### config.mk
export PLATFORM = sky130hd
export DESIGN_NAME = phase_timeout_ctrl
export DESIGN_NICKNAME = d
export VERILOG_FILES = /design/src/rtl/phase_timeout_pkg.sv /design/src/rtl/phase_timeout_ctrl.sv
export SDC_FILE = /design/constraint.sdc
export NUM_CORES = 1
export LEC_CHECK = 0
export CELL_PAD_IN_SITES_DETAIL_PLACEMENT = 0
export CELL_PAD_IN_SITES_GLOBAL_PLACEMENT = 2
export CORE_UTILIZATION = 28
export CTS_CLUSTER_SIZE = 16
export DETAILED_ROUTE_END_ITERATION = 8
export PLACE_DENSITY_LB_ADDON = 0.1
export SLEW_MARGIN = 20
export SYNTH_ARGS = -nofsm -noshare
export SYNTH_HDL_FRONTEND = slang
export SYNTH_SLANG_ARGS = --single-unit
### constraint.sdc
create_clock -name clk -period 3.1 [get_ports clk]
set_clock_uncertainty 0.1 [all_clocks]
set_input_delay 0.775 -clock clk [delete_from_list [all_inputs] [get_ports clk]]
set_output_delay 0.775 -clock clk [all_outputs]
set_load 0.05 [all_outputs]
### src/rtl/phase_timeout_pkg.sv
// Shared state encoding and default sizing for the phase/timeout sequencer.
package phase_timeout_pkg;

    localparam int N_PHASES_DEF = 4;
    localparam int CNT_W_DEF    = 4;
    localparam int PH_W_DEF     = 2;

    typedef enum logic [1:0] {
        IDLE   = 2'd0,
        ARM    = 2'd1,
        RUN    = 2'd2,
        FINISH = 2'd3
    } state_t;

endpackage

### src/rtl/phase_timeout_ctrl.sv
// Steps through N_PHASES phases, each lasting a programmable number of timer
// expiries, and owns the timer's clear so the timer only runs inside a phase.
module phase_timeout_ctrl
    import phase_timeout_pkg::*;
#(
    parameter int N_PHASES = N_PHASES_DEF,
    parameter int PH_W     = PH_W_DEF,
    parameter int CNT_W    = CNT_W_DEF
) (
    input  logic                      clk,
    input  logic                      reset,
    input  logic                      start,
    input  logic                      abort,
    input  logic                      tmo,
    input  logic [N_PHASES*CNT_W-1:0] len_phase,
    output logic                      timer_clr,
    output logic [PH_W-1:0]           phase,
    output logic                      busy,
    output logic                      phase_go,
    output logic                      done
);

    localparam logic [PH_W-1:0] LAST_PHASE = PH_W'(N_PHASES - 1);

    state_t            state_q, state_d;
    logic [PH_W-1:0]   phase_q, phase_d;
    logic [CNT_W-1:0]  remaining_q, remaining_d;
    logic              timer_clr_q, timer_clr_d;
    logic              busy_q, busy_d;
    logic              phase_go_q, phase_go_d;
    logic              done_q, done_d;

    logic [CNT_W-1:0]  len_arr [N_PHASES];
    logic [CNT_W-1:0]  len_cur;

    generate
        for (genvar gi = 0; gi < N_PHASES; gi++) begin : g_len
            assign len_arr[gi] = len_phase[gi*CNT_W +: CNT_W];
        end
    endgenerate

    assign len_cur = len_arr[phase_q];

    always_comb begin
        state_d     = state_q;
        phase_d     = phase_q;
        remaining_d = remaining_q;

        unique case (state_q)
            IDLE: begin
                if (start) begin
                    state_d = ARM;
                    phase_d = '0;
                end
            end
            ARM: begin
                remaining_d = len_cur;
                if (len_cur == '0) begin
                    // Zero-length phase: skip it without ever releasing the timer.
                    if (phase_q == LAST_PHASE) begin
                        state_d = FINISH;
                    end else begin
                        phase_d = phase_q + PH_W'(1);
                        state_d = ARM;
                    end
                end else begin
                    state_d = RUN;
                end
            end
            RUN: begin
                if (tmo && (remaining_q != '0)) begin
                    remaining_d = remaining_q - CNT_W'(1);
                    if (remaining_q == CNT_W'(1)) begin
                        if (phase_q == LAST_PHASE) begin
                            state_d = FINISH;
                        end else begin
                            phase_d = phase_q + PH_W'(1);
                            state_d = ARM;
                        end
                    end
                end
            end
            FINISH: begin
                state_d = IDLE;
            end
            default: begin
                state_d = IDLE;
            end
        endcase

        if (abort) begin
            state_d     = IDLE;
            phase_d     = '0;
            remaining_d = '0;
        end

        // Outputs are derived from the next state so they register alongside it.
        timer_clr_d = (state_d != RUN);
        busy_d      = (state_d == ARM) || (state_d == RUN);
        phase_go_d  = (state_d == ARM);
        done_d      = (state_d == FINISH);
    end

    always_ff @(posedge clk or posedge reset) begin
        if (reset) begin
            state_q     <= IDLE;
            phase_q     <= '0;
            remaining_q <= '0;
            timer_clr_q <= 1'b1;
            busy_q      <= 1'b0;
            phase_go_q  <= 1'b0;
            done_q      <= 1'b0;
        end else begin
            state_q     <= state_d;
            phase_q     <= phase_d;
            remaining_q <= remaining_d;
            timer_clr_q <= timer_clr_d;
            busy_q      <= busy_d;
            phase_go_q  <= phase_go_d;
            done_q      <= done_d;
        end
    end

    assign timer_clr = timer_clr_q;
    assign phase     = phase_q;
    assign busy      = busy_q;
    assign phase_go  = phase_go_q;
    assign done      = done_q;

endmodule

== Word level (Yosys, flattened, before mapping) ==
Index checks and enable logic that the tools add are counted.

* Register bits: 12
* Word-level logic and storage cells: 53

* Add/sub/neg operators: 2
* Order comparisons: 1
* Equality and inequality tests: 13
* Muxes and demuxes: 20
* Bitwise logic cells: 1
* Reductions and logical operators: 9

{| class="wikitable"
|+ Operators with widths
! cell !! count
|-
| two-way mux 2 bit || 12
|-
| two-way mux 4 bit || 4
|-
| != test 3 bit (second input constant) || 4
|-
| == test 2 bit (second input constant) || 5
|-
| binary-select mux 4 bit (select 2 bit) || 1
|-
| case mux 2 bit (4 select lines) || 1
|-
| case mux 4 bit (2 select lines) || 1
|-
| nonzero test 4 bit || 2
|-
| case mux 2 bit (3 select lines) || 1
|-
| AND reduction 5 bit || 1
|-
| == test 2 x 1 -> 1 bit (second input constant) || 2
|-
| == test 4 x 1 -> 1 bit (second input constant) || 1
|-
| zero test 4 bit || 1
|-
| subtractor 4 x 1 -> 4 bit (second input constant) || 1
|-
| greater-or-equal comparator 3 bit (second input constant) || 1
|-
| NOT 2 -> 3 bit || 1
|-
| nonzero test 3 bit || 1
|-
| adder 2 x 1 -> 2 bit (second input constant) || 1
|-
| zero test 2 bit || 1
|-
| != test 2 bit (second input constant) || 1
|-
| AND reduction 2 bit || 1
|-
| logical AND 1 bit || 1
|-
| logical OR 1 bit || 1
|}

== Depth between registers and ports, before layout ==
* Word-level depth: 10
* Gate-level depth with buffers: 8
* Depth with buffers taken out: 8

== Worst setup path after synthesis ==
Ideal clock, no wire load.

* Kind: register -> register
* Start point: reg phase_q[0], in the netlist phase[0]
* End point: reg busy_q, in the netlist busy
* Library setup time: 113 ps
* Data arrival time: 2,450 ps
* Required time: 2,887 ps
* Slack: 437 ps
* Cell stages (with the launch flop): 8
* Buffers on the path: 1
* Clock period less this slack: 2,663 ps
* Cell sequence: dfrtp_1 -> buf_6 -> mux4_2 -> nor4_1 -> a221oi_1 -> or3_1 -> ha_1 -> inv_1

* Word-level cells in the longest chain between the ends: 10
* Elaborated cells between the ends (all ways): 15
* Classes of those cells: eq/ne (3); mux (9); bitwise (1); reduce/logical (2)

{| class="wikitable"
|+ RTL lines
! element !! line !! RTL
|-
| from (decl) || phase_timeout_ctrl.sv:26 || <nowiki>logic [PH_W-1:0] phase_q, phase_d;</nowiki>
|-
| from (signal assigned) || phase_timeout_ctrl.sv:115 || <nowiki>phase_q <= phase_d;</nowiki>
|-
| NOT 2 -> 3 bit (not written as such) || phase_timeout_ctrl.sv:42 || <nowiki>assign len_cur = len_arr[phase_q];</nowiki>
|-
| binary-select mux 4 bit (select 2 bit) || phase_timeout_ctrl.sv:42 ||
|-
| two-way mux 4 bit (not written as such) (2 in a row) || phase_timeout_ctrl.sv:42 ||
|-
| zero test 4 bit || phase_timeout_ctrl.sv:58 || <nowiki>if (len_cur == '0) begin</nowiki>
|-
| two-way mux 2 bit || phase_timeout_ctrl.sv:58 ||
|-
| case mux 2 bit (4 select lines) (*) || phase_timeout_ctrl.sv:49 || <nowiki>unique case (state_q)</nowiki>
|-
| two-way mux 2 bit (*) || phase_timeout_ctrl.sv:91 || <nowiki>if (abort) begin</nowiki>
|-
| == test 2 x 1 -> 1 bit / == test 2 bit (equally long branches) || phase_timeout_ctrl.sv:99 || <nowiki>busy_d = (state_d == ARM) || (state_d == RUN);</nowiki>
|-
| logical OR 1 bit (*) || phase_timeout_ctrl.sv:99 ||
|-
| named net busy_d || phase_timeout_ctrl.sv:29 || <nowiki>logic busy_q, busy_d;</nowiki>
|-
| to (signal assigned) || phase_timeout_ctrl.sv:118 || <nowiki>busy_q <= busy_d;</nowiki>
|-
| to (decl) || phase_timeout_ctrl.sv:29 ||
|}

The timed path passes the listed nets; every way through them passes the cells marked *. The select of a mux whose other input is x is not followed.
A chain may end at the register's enable or synchronous reset.

== Worst setup path in the final report ==
* Start point: in len_phase[15]
* End point: reg busy_q, in the netlist busy

* Word-level cells in the longest chain between the ends: 9
* Elaborated cells between the ends (all ways): 10
* Classes of those cells: eq/ne (2); mux (6); reduce/logical (2)

{| class="wikitable"
|+ RTL lines
! element !! line !! RTL
|-
| from (decl) || phase_timeout_ctrl.sv:15 || <nowiki>input logic [N_PHASES*CNT_W-1:0] len_phase,</nowiki>
|-
| binary-select mux 4 bit (select 2 bit) (*) || phase_timeout_ctrl.sv:42 ||
|-
| two-way mux 4 bit (not written as such) (*) (2 in a row) || phase_timeout_ctrl.sv:42 ||
|-
| zero test 4 bit (*) || phase_timeout_ctrl.sv:58 ||
|-
| two-way mux 2 bit (*) || phase_timeout_ctrl.sv:58 ||
|-
| case mux 2 bit (4 select lines) (*) || phase_timeout_ctrl.sv:49 ||
|-
| two-way mux 2 bit (*) || phase_timeout_ctrl.sv:91 ||
|-
| == test 2 x 1 -> 1 bit / == test 2 bit (equally long branches) || phase_timeout_ctrl.sv:99 ||
|-
| logical OR 1 bit (*) || phase_timeout_ctrl.sv:99 ||
|-
| named net busy_d || phase_timeout_ctrl.sv:29 ||
|}

Marked as above.

==> results_dict.tcl <==
set metrics [dict create \
    outcome "completed" \
    grt_pass1_vias 756 \
    path_class "primary input to flip-flop" \
    max_slew_margin_pct 65.6 \
    worst_pin_slew_ns 0.515 \
    drt.antenna.violating_nets 0 \
    p_leak_nw 0.511 \
    intPower_mw 0.527 \
    peakVddDrop_mv 0.224 \
    clkPwrFrac_pct 10.7 \
    synth_edf_count 0 \
    crit_path_cell_trace "clkdlybuf4s50_1 > mux4_2 > nor4_1 > a221oi_1 > or3_1 > ha_1 > inv_1" \
    synthArstFlopShare_pct 100 \
    cts_tree "built" \
    synth.avg_cell_area_sq_um 10.7 \
    syn_area_sq_um 886 \
    worst_ep_arrival_time_ns 2.94 \
    cellPowerDensity_nw_per_um2 766 \
    cts_made_buffers 3 \
    grt_pass1_wl_um 3580 \
    wirelength_um 2120 \
    max_freq_ghz 0.348 \
    power_frac_comb_pct 60.2 \
    rows 20 \
    start_util_pct 29.3 \
    slew_violations 0 \
    drc 0 \
    slowest_stage "mux4_2" \
    grt_start_max_net_pins 13 \
    ys_seq_elements 12 \
    final_layout_size_suffix_gt1_share_pct 12.3 \
    cts.reportedPaths.clkPinSlew_ns 0.08 \
    worst_setup_path_end_kind "flip-flop" \
    seqCellArea_sq_um 302 \
    hp-class "flip-flop to flip-flop" \
    drtPass1Iterations 6 \
    min_period_ns 2.88 \
    multiInputGateArea_sq_um 536 \
    cts_hold_buf 0 \
    swShare_pct 44.5 \
    antenna_cells 0 \
    clk_latency_ns 0.27 \
    cp_data_required_time_ns 3.17 \
    ys_warn_count 0 \
    numPortBuffers 26 \
    antenna_found_initial 0 \
    finalNetCount 145 \
    core-area_sq_um 3030 \
    syn_nets 113 \
    slowest_delay_ns 0.51 \
    pre_cts_slack_ns -0.0748 \
    stdcell_area_sq_um 1240 \
    drt_iter0_drc 21 \
    synthFlopType "dfrtp_1" \
    placement.cell_area_sq_um 1210 \
    htreeDepth 1 \
    max_cap_viol_count 0 \
    critPathLaunchType "primary input" \
    grt_use_total_pct 14.5 \
    ys_types 36 \
    final.period_utilization_pct 92.8 \
    ios 27 \
    die_w_um 58.2 \
    die_area_sq_um 3390 \
    power.switching_mw 0.422 \
    viasPerCell 4.72 \
    cts_buffer_depth 2 \
    die_h_um 58.2 \
    cts-root-buf "clkbuf_4" \
    grt_remaining_overflow 0 \
    num-fill-cells 318 \
    ys_seq_area_share_pct 34.0 \
    postCtsSetupBuffers 0 \
    postCtsResizedCells 0 \
    postSynthCellCount 83 \
    vias 746 \
    setup_viol 0 \
    setup_ws_ns 0.222 \
    wire_per_inst_um 13.4 \
    hold_viol 0 \
    rsz0062_at_grt "no" \
    area_growth_pct 39.8 \
    crit_fanout 3 \
    cts_sinks 12 \
    pwr-share-seq_pct 29.2 \
    routabilityCongestion 0.712 \
]
path summary, 6_finish.rpt:
path	start	endpoint	slack [ns]	depth (start not counted)
worst max-delay path	len_phase[15]	busy	0.22	7
worst min-delay path	remaining_q[1]	remaining_q[1]	0.53	2
worst max register to register	phase[0]	busy	0.48	6
worst min register to register	remaining_q[1]	remaining_q[1]	0.53	2
max in group asynchronous	reset	timer_clr	1.80	2
min in group asynchronous	reset	remaining_q[0]	0.72	2
registers in the layout, summed over array words and instances (netlist names):
| register | cells |
|---|---|
| phase | 2 |
| timer_clr | 1 |
| state_q | 2 |
| phase_go | 1 |
| remaining_q | 4 |
| busy | 1 |
| done | 1 |
final cells by class:
cell class | instances | area share, %
Multi-Input combinational cell | 60 | 43.2
Sequential cell | 12 | 24.3
Timing Repair Buffer | 30 | 23.4
Tap cell | 44 | 4.44
Inverter | 8 | 2.42
Clock buffer | 4 | 2.12
kinds of logic after synthesis:
logic type      count (synthesis)  synth area share, %
fa+ha+maj                       9                 12.7
mux                             7                 14.0
flops                          12                 34.0
compound gates                 21                 18.2
buf+inv                        11                 5.51
simple gates                   23                 15.5
Yosys cell counts, types with 2 or more instances:
master | count | area (sq um)
nor2_1 | 2 | 7.51
a21oi_1 | 3 | 15.0
nand2b_1 | 6 | 37.5
a31o_2 | 2 | 17.5
a221oi_1 | 3 | 26.3
nand2_1 | 4 | 15.0
nor4_1 | 2 | 12.5
inv_1 | 8 | 30.0
or4_1 | 2 | 15.0
a211oi_1 | 2 | 15.0
ha_1 | 9 | 113
dfrtp_1 | 11 | 275
o31ai_1 | 2 | 15.0
mux4_2 | 3 | 67.6
mux2i_1 | 3 | 30.0
stage by stage:
stage | TNS [ns] | hold WS, ns | cells | total power [mW] | util [%]
finish | 0 | 0.525 | 158 | 0.949 | 40.9
detailed placement | -0.0748 | 0.516 | 154 | 0.855 | 40.0
global placement | 0 | 0.501 | 154 | 0.847 | 40.0
floorplan | 0 | 0.463 | 83 | 0.688 | -
CTS | 0 | 0.529 | 158 | 0.961 | 40.9
global route | 0 | 0.568 | 158 | 1.03 | 40.9
layout by cell type (no fill, tap or decap), drive strengths merged, types with 3 or more instances in the layout:
master	instances
mux2i	3
dfrtp	11
mux4	4
inv	8
nand2b	6
buf	4
a21oi	3
a221oi	3
nand2	4
ha	9
clkdlybuf4s50	26
clkbuf	4
critical path: cells and delay by family:
family / cells / cell delay [ns]
and+or+nand+nor: 2 / 0.77
buffers and inverters: 2 / 0.42
adders and majority gates: 1 / 0.28
muxes: 1 / 0.51
AOI/OAI and AO/OA: 1 / 0.17
per-layer routing:
metal | GRT usage [%] | part of all wire, % | vias to the layer above
met4 | 9.52 | 3.0 | 0
li1 | - | - | 381
met2 | 21.5 | 48 | 13
met1 | 19.3 | 47 | 346
met3 | 2.68 | 1.9 | 6
met5 | 0 | 0 | -
power by group through the flow:
stage               logic, mW  clock network [mW]  registers (mW)
finish                  0.571               0.101           0.277
detailed placement      0.572                   0           0.283
floorplan               0.334                   0           0.354
CTS                     0.574               0.107           0.279
global route            0.626               0.116           0.288
global placement        0.567                   0           0.280
(Power assumes the default switching activity.)
